===== config.mk =====
export PLATFORM = sky130hd
export DESIGN_NAME = result_bcd
export DESIGN_NICKNAME = d
export VERILOG_FILES = /design/src/rtl/result_bcd.sv
export SDC_FILE = /design/constraint.sdc
export NUM_CORES = 1
export LEC_CHECK = 0
export ABC_AREA = 1
export ABC_CLOCK_PERIOD_IN_PS = 1360
export BUFFER_PORTS_ARGS = -buffer_cell sky130_fd_sc_hd__buf_2
export CAP_MARGIN = 0
export CORE_MARGIN = 3
export CORE_UTILIZATION = 45
export CTS_CLUSTER_SIZE = 16
export DETAILED_ROUTE_END_ITERATION = 6
export MAX_ROUTING_LAYER = met4
export PLACE_DENSITY = 0.68
export REMOVE_ABC_BUFFERS = 1
export SYNTH_ARGS = -nofsm -noshare
export SYNTH_HDL_FRONTEND = slang
export SYNTH_SLANG_ARGS = --single-unit
export TNS_END_PERCENT = 20

===== constraint.sdc =====
create_clock -name clk -period 1.36 [get_ports clk]
set_clock_uncertainty 0.2 [all_clocks]
set_input_delay 0.408 -clock clk [delete_from_list [all_inputs] [get_ports clk]]
set_output_delay 0.408 -clock clk [all_outputs]
set_load 0.01 [all_outputs]

===== src/rtl/result_bcd.sv =====
`default_nettype none
// ============================================================================
//  Module      : result_bcd
//  Description : Sequential binary-to-BCD converter for the calculator
//                datapath. Converts the magnitude of an 18-bit sign-magnitude
//                product to packed BCD with shift-and-add-3, one bit per
//                clock, and derives a sign flag and a leading-zero blanking
//                mask for the 7-segment display driver.
//  Revision    : 1.0 - initial release
// ============================================================================
module result_bcd #(
    parameter int MAG_W  = 17,
    parameter int DIGITS = 6
) (
    input  logic                  clk,
    input  logic                  rst,
    input  logic                  start,
    input  logic [MAG_W:0]        result,
    output logic                  busy,
    output logic                  done,
    output logic                  neg,
    output logic [4*DIGITS-1:0]   bcd,
    output logic [DIGITS-1:0]     blank
);

    localparam int c_CNT_W  = $clog2(MAG_W + 1);
    localparam int c_BCD_W  = 4 * DIGITS;
    localparam int c_FULL_W = c_BCD_W + MAG_W;

    // Units digit is never blanked so a zero result still shows "0".
    localparam logic [DIGITS-1:0] c_BLANK_RST = {{(DIGITS-1){1'b1}}, 1'b0};

    typedef enum logic [1:0] {
        S_IDLE   = 2'd0,
        S_SHIFT  = 2'd1,
        S_FINISH = 2'd2
    } state_t;

    state_t                 r_state;
    logic [MAG_W-1:0]       r_bin;
    logic [c_BCD_W-1:0]     r_acc;
    logic [c_CNT_W-1:0]     r_cnt;
    logic                   r_sign;
    logic                   r_nonZero;

    logic [c_BCD_W-1:0]     w_adj;
    logic [c_FULL_W-1:0]    w_shifted;
    logic [DIGITS-1:0]      w_blank;

    // Per-digit add-3 correction applied before each shift.
    generate
        for (genvar i = 0; i < DIGITS; i++) begin : g_digit
            assign w_adj[4*i +: 4] = (r_acc[4*i +: 4] >= 4'd5) ? (r_acc[4*i +: 4] + 4'd3)
                                                              : r_acc[4*i +: 4];
        end
    endgenerate

    // The combined accumulator/binary register shifted left by one bit.
    assign w_shifted = {w_adj, r_bin} << 1;

    // Digit i is blank when it and every more significant digit are zero.
    assign w_blank[0] = 1'b0;
    generate
        for (genvar i = 1; i < DIGITS; i++) begin : g_blank
            assign w_blank[i] = (r_acc[c_BCD_W-1:4*i] == '0);
        end
    endgenerate

    // Conversion FSM with registered status and result outputs.
    always_ff @(posedge clk) begin
        if (rst) begin
            r_state   <= S_IDLE;
            r_bin     <= '0;
            r_acc     <= '0;
            r_cnt     <= '0;
            r_sign    <= 1'b0;
            r_nonZero <= 1'b0;
            busy      <= 1'b0;
            done      <= 1'b0;
            neg       <= 1'b0;
            bcd       <= '0;
            blank     <= c_BLANK_RST;
        end else begin
            done <= 1'b0;
            case (r_state)
                S_IDLE: begin
                    if (start) begin
                        r_bin     <= result[MAG_W-1:0];
                        r_sign    <= result[MAG_W];
                        r_nonZero <= (result[MAG_W-1:0] != '0);
                        r_acc     <= '0;
                        r_cnt     <= c_CNT_W'(MAG_W);
                        busy      <= 1'b1;
                        r_state   <= S_SHIFT;
                    end
                end
                S_SHIFT: begin
                    r_acc <= w_shifted[c_FULL_W-1:MAG_W];
                    r_bin <= w_shifted[MAG_W-1:0];
                    r_cnt <= r_cnt - c_CNT_W'(1);
                    if (r_cnt == c_CNT_W'(1)) begin
                        r_state <= S_FINISH;
                    end
                end
                S_FINISH: begin
                    bcd     <= r_acc;
                    neg     <= r_sign & r_nonZero;
                    blank   <= w_blank;
                    busy    <= 1'b0;
                    done    <= 1'b1;
                    r_state <= S_IDLE;
                end
                default: begin
                    busy    <= 1'b0;
                    r_state <= S_IDLE;
                end
            endcase
        end
    end

endmodule
`default_nettype wire


Yosys cells after proc, flatten, opt, wreduce, memory -nomap -nowiden --
Index checks and enable logic that the tools add are counted.
Storage, ports and cells: flip-flop bits (word level) 82, bits in latches 0, RAM bits 0, memory bits (read-only) 0, input port bits 21, output and inout bits 33, logic and storage cells 61, memories 0
Operators by class: add/subtract/negate cells 7, $mul 0, div/mod/pow operators 0, $lt $le $gt $ge 6, equality and inequality tests 5, shifts and indexed selects 0, mux-type cells 18, bitwise gates (word level) 2, reduce and logical (&&, ||, !) cells 12
Operators by type and width (number):
- $pmux W24 S2 | 1
- $pmux W17 S2 | 1
- $ge A4 B3 Y1 const B | 6
- $mux W24 | 1
- $add A4 B2 Y4 const B | 5
- $logic_not A20 Y1 | 1
- $mux W4 | 5
- $mux W17 | 1
- $reduce_bool A17 Y1 | 1
- $logic_not A16 Y1 | 1
- $logic_not A12 Y1 | 1
- $pmux W5 S2 | 1
- $logic_not A8 Y1 | 1
- $reduce_and A2 Y1 | 4
- $eq A5 B1 Y1 const B | 1
- $mux W5 | 1
- $sub A5 B1 Y5 const B | 1
- $logic_not A4 Y1 | 1
- $mux W2 | 2
- $ne A2 B2 Y1 const B | 2
- $pmux W2 S2 | 1
- $add A3 B2 Y3 const B | 1
- $mux W3 | 1
- $eq A2 B1 Y1 const B | 1
- 7 further kinds | 8

Depth between registers and ports, before layout --
depth in word-level cells 3, gate-level depth with buffers 10, gate-level depth less buffers 10

Worst setup path after synthesis --
Ideal clock, no wire load.
kind register -> register, start point reg r_acc[8], end point reg r_acc[10], setup time 113 ps, data arrival time 1152 ps, required time 1047 ps, setup slack -105 ps, cell stages (with the launch flop) 9, buffers on the path 0, clock period less this slack 1465 ps, path through dfxtp_1 inv_1 ha_1 inv_1 nor2_1 o21ai_0 nand2_1 nand3_1 nand2_1
On the way: cells in the longest elaborated chain, start to end 3, elaborated cells between the ends (all ways) 4, classes of those cells add/sub: 1; order compare: 1; mux: 2
Ends and longest elaborated chain:
- start: declaration | RTL line 41 | logic [c_BCD_W-1:0] r_acc;
- start signal: assignment | RTL line 98 | r_acc <= w_shifted[c_FULL_W-1:MAG_W];
- $add A4 B2 Y4 / $ge A4 B3 Y1 (equally long branches) | RTL line 53 | assign w_adj[4*i +: 4] = (r_acc[4*i +: 4] >= 4'd5) ? (r_acc[4*i +: 4] + 4'd3)
- $mux W4 * | RTL line 53
- $pmux W24 S2 * | RTL line 85 | case (r_state)
Every way passes the cells marked *; elsewhere a longest branch is shown, timed or not. A chain may end at the register's enable or synchronous reset.

Worst setup path after layout --
start point reg r_acc[8], end point reg r_acc[9]
The elaborated chain is that of the path after synthesis.

==> impl_results.md <==
- Status: finished with violations
- Violated checks: setup timing
- R2r startpoint: r_acc[8]
- Total CTS buffers: 9
- Share of the synthesized area in the top cell type: 44.9%
- Core area: 0.00781 mm²
- Met1 Use GR: a little over a quarter
- Minimum clock period: roughly 1400 ps
- Initial Util: ~47%
- Max-slew violations: 0
- Switch Pwr: 0.00132 W
- Layout area overhead: 44.2%
- Critical Path Start Type: register
- Synth cell types: 32
- Clock root cell: clkbuf_8
- Hold_ws: approximately 84 ps
- Setup WS post-layout: -64.3 ps
- Die Span Y: about 96 µm
- Sequential power share: around 50%
- Post-synth EDFFs: 0
- GR Util met3: between 4 and 5%
- Critical path class: reg -> reg
- GRT busiest layer: met2
- Gp weighted congestion: about 0.86
- DP Area: between 0.004 and 0.005 mm²
- Initial antenna violation count: 0
- Comb power frac: ~15%
- Post-cts hold buffer count: 0
- Sw frac: around a quarter
- Sum of negative setup slack: -1780 ps
- Critical Path Start: r_acc[8]
- Total GRT Usage: 22.2%
- Cell accounting for the most synthesized area: dfxtp_1
- Met2 Track Usage GR: 37.8%
- Post-detail-place hpwl: 6360 µm
- Top-Level Pins: 54
- Synth area leaders: dfxtp_1 45%, nand2_1 10%, o21ai_0 6.2%, ha_1 5.8%, a21oi_1 5.5%
- Syn Area/Cell: between 7 and 8 µm²
- Clock-pin slew on the worst setup and hold paths: around 80 ps
- Drt pass-1 iters: 4
- Longest Clk Path Bufs: 2
- WL/cell: ~14 µm
- Num rows: 32
- Vias per cell: slightly above 5
- Total global routing overflow: 0
- Worst hold stages: 3
- RSZ-0062 raised after global routing: yes
- CP required: between 1000 and 1500 ps
- P per Cell Area: just under 1000 mW/mm²
- Max-Cap Viols: 0
- R2R Setup Slk: -60 ps
- Place WS: -210 ps
- Clk pwr share: 34.4%
- Async SR Flop Fraction: 0%
- DRC viols: 0
- Leakage: between 2 and 2.5 nW
- Final Instance Area: about 0.0053 mm²
- Dominant synthesized flop cell: dfxtp_1
- Reg2reg end: r_acc[9]
- CTS tree: built
- Number of DRC markers in iteration 0: 129
- Fin. Hold Viols: 0
- Vias: around 3,600
- Critical path endpoint category: register
- Die Footprint: roughly 0.0092 mm²
- Post-synthesis cell count: between 400 and 500
- Worst-case hold path end point: r_bin[11]
- Synth Cell Area: around 0.0037 mm²
- Post-DRT Antenna Nets: 0
- Yosys warns: 0
- First-pass GRT wire length: between 15,000 and 20,000 µm
- Worst IR Drop VDD: roughly 0.00058 V
- Final period utilization: 105%
- FF+latch count, synth: around 80
- Share of post-route cells with drive strength above 1: between 40 and 50%
- R2R depth: 8
- CP arrival: 1460 ps
- Sink Count: a little over 80
- Final wirelength: approximately 10,000 µm
- Highest net fanout along the worst path: 3
- Die width: 96.2 µm
- Int Pwr: 0.00378 W
- Final setup vio count: 60
- H-tree lvl count: 3
- Pin count of the biggest net entering global routing: 37
- Vias in the first global route: between 3,000 and 4,000
- Worst-skew pair later-pin latency: around 350 ps
- Hold path startpoint: result[11]
- NumNets Final: approximately 640
- Seq/Total Area, Yosys: between 40% and 50%
- Final core utilization: 67.6%
- FMAX: 702 MHz
- Port buffer count: 52
- HP Class: in -> reg
- Antenna Cells: 0
-- power groups by stage --
stage / logic [W] / registers [W] / clock network, W
5_1_grt: 0.000823 / 0.00260 / 0.00187
3_5_place_dp: 0.000639 / 0.00263 / 0
6_report: 0.000751 / 0.00259 / 0.00175
3_3_place_gp: 0.000624 / 0.00262 / 0
2_1_floorplan: 0.000309 / 0.00263 / 0
4_1_cts: 0.000693 / 0.00259 / 0.00179
-- flip-flops by register name (all words and copies together), names as in the netlist, 2 cells and up --
register,flops
bcd,24
r_acc,24
r_bin,17
blank,5
r_cnt,5
r_state,2
-- placed cells by master (no fill, tap or decap), drive strengths merged --
cell	count
buf	119
clkinv	3
clkbuf	13
ha	17
a21oi	40
xor2	1
o21ai	54
nand3	34
bufinv	1
a211oi	1
a31oi	3
conb	1
dfxtp	82
o22ai	8
nor3	2
nand2	105
xnor2	2
nor3b	1
nand4	4
nor4	1
nor2	51
o211ai	6
inv	57
-- critical path: stages (launching register included) --
cell and delay (ps):
dfxtp_2 330, buf_6 120, ha_4 160, nor2_4 140, nor2_2 60, nor2_2 120
nand2_1 70, nand3_1 70, nand2_1 50
-- cells in the mapped netlist (6+ instances only) --
master / number
nor2_1: 47
nand3_1: 34
o211ai_1: 6
o21ai_0: 45
nand2_1: 102
o21ai_1: 9
a21oi_1: 40
ha_1: 17
dfxtp_1: 82
buf_2: 8
inv_1: 52
-- kinds of logic (layout without fill, tap and decap cells) --
kind of cell | Yosys count | in the layout | share of synthesized area (%)
buffers and inverters | 76 | 193 | 8.93
AND/OR/NAND/NOR | 198 | 198 | 22.9
adder cells (fa/ha/maj) | 17 | 17 | 5.81
AO/OA/AOI/OAI | 112 | 112 | 16.7
XOR/XNOR | 3 | 3 | 0.718
other | 1 | 1 | 0.103
flip-flops | 82 | 82 | 44.9
-- worst max path at each step --
| stage | to | slack [ps] | cells after the start |
|---|---|---|---|
| 2_1_floorplan | blank[3] | -780 | 5 |
| 3_3_place_gp | r_acc[9] | -150 | 8 |
| 3_5_place_dp | r_acc[9] | -210 | 8 |
| 4_1_cts | blank[4] | -70 | 1 |
| 5_1_grt | r_cnt[3] | -140 | 7 |
| 6_report | r_acc[9] | -60 | 8 |
-- per-layer routing --
layer / up-vias / wire [µm] / part of all wire (%)
li1: 1822 / - / -
met1: 1726 / 4550 / 45
met2: 81 / 4970 / 49
met3: 13 / 424 / 4.2
met4: 0 / 138 / 1.4
met5: - / 0 / 0
-- layout make-up --
cell class	instances	area [µm²]
fillers	612	2530
multi-input cells	331	1930
clock buffers	11	151
repair buffers	121	1090
well taps	102	128
flip-flops and latches	82	1700
inverters	58	235
clock inverters	3	40.0
-- timing repair --
item                                    4_1_cts  5_1_grt
gates cloned                                  0        2
gates resized for setup                     117       63
pin swaps                                    13       24
buffers inserted                              6        5
endpoints found under the setup margin       73      102
endpoints found under the hold margin         0        0
-- through the flow --
step | instances | total power [W]
floorplan | 471 | 0.00294
global placement | 681 | 0.00325
detailed placement | 681 | 0.00326
CTS | 701 | 0.00507
global route | 708 | 0.00530
finish | 708 | 0.00510
Note: power is estimated with default switching activity, not from simulation.
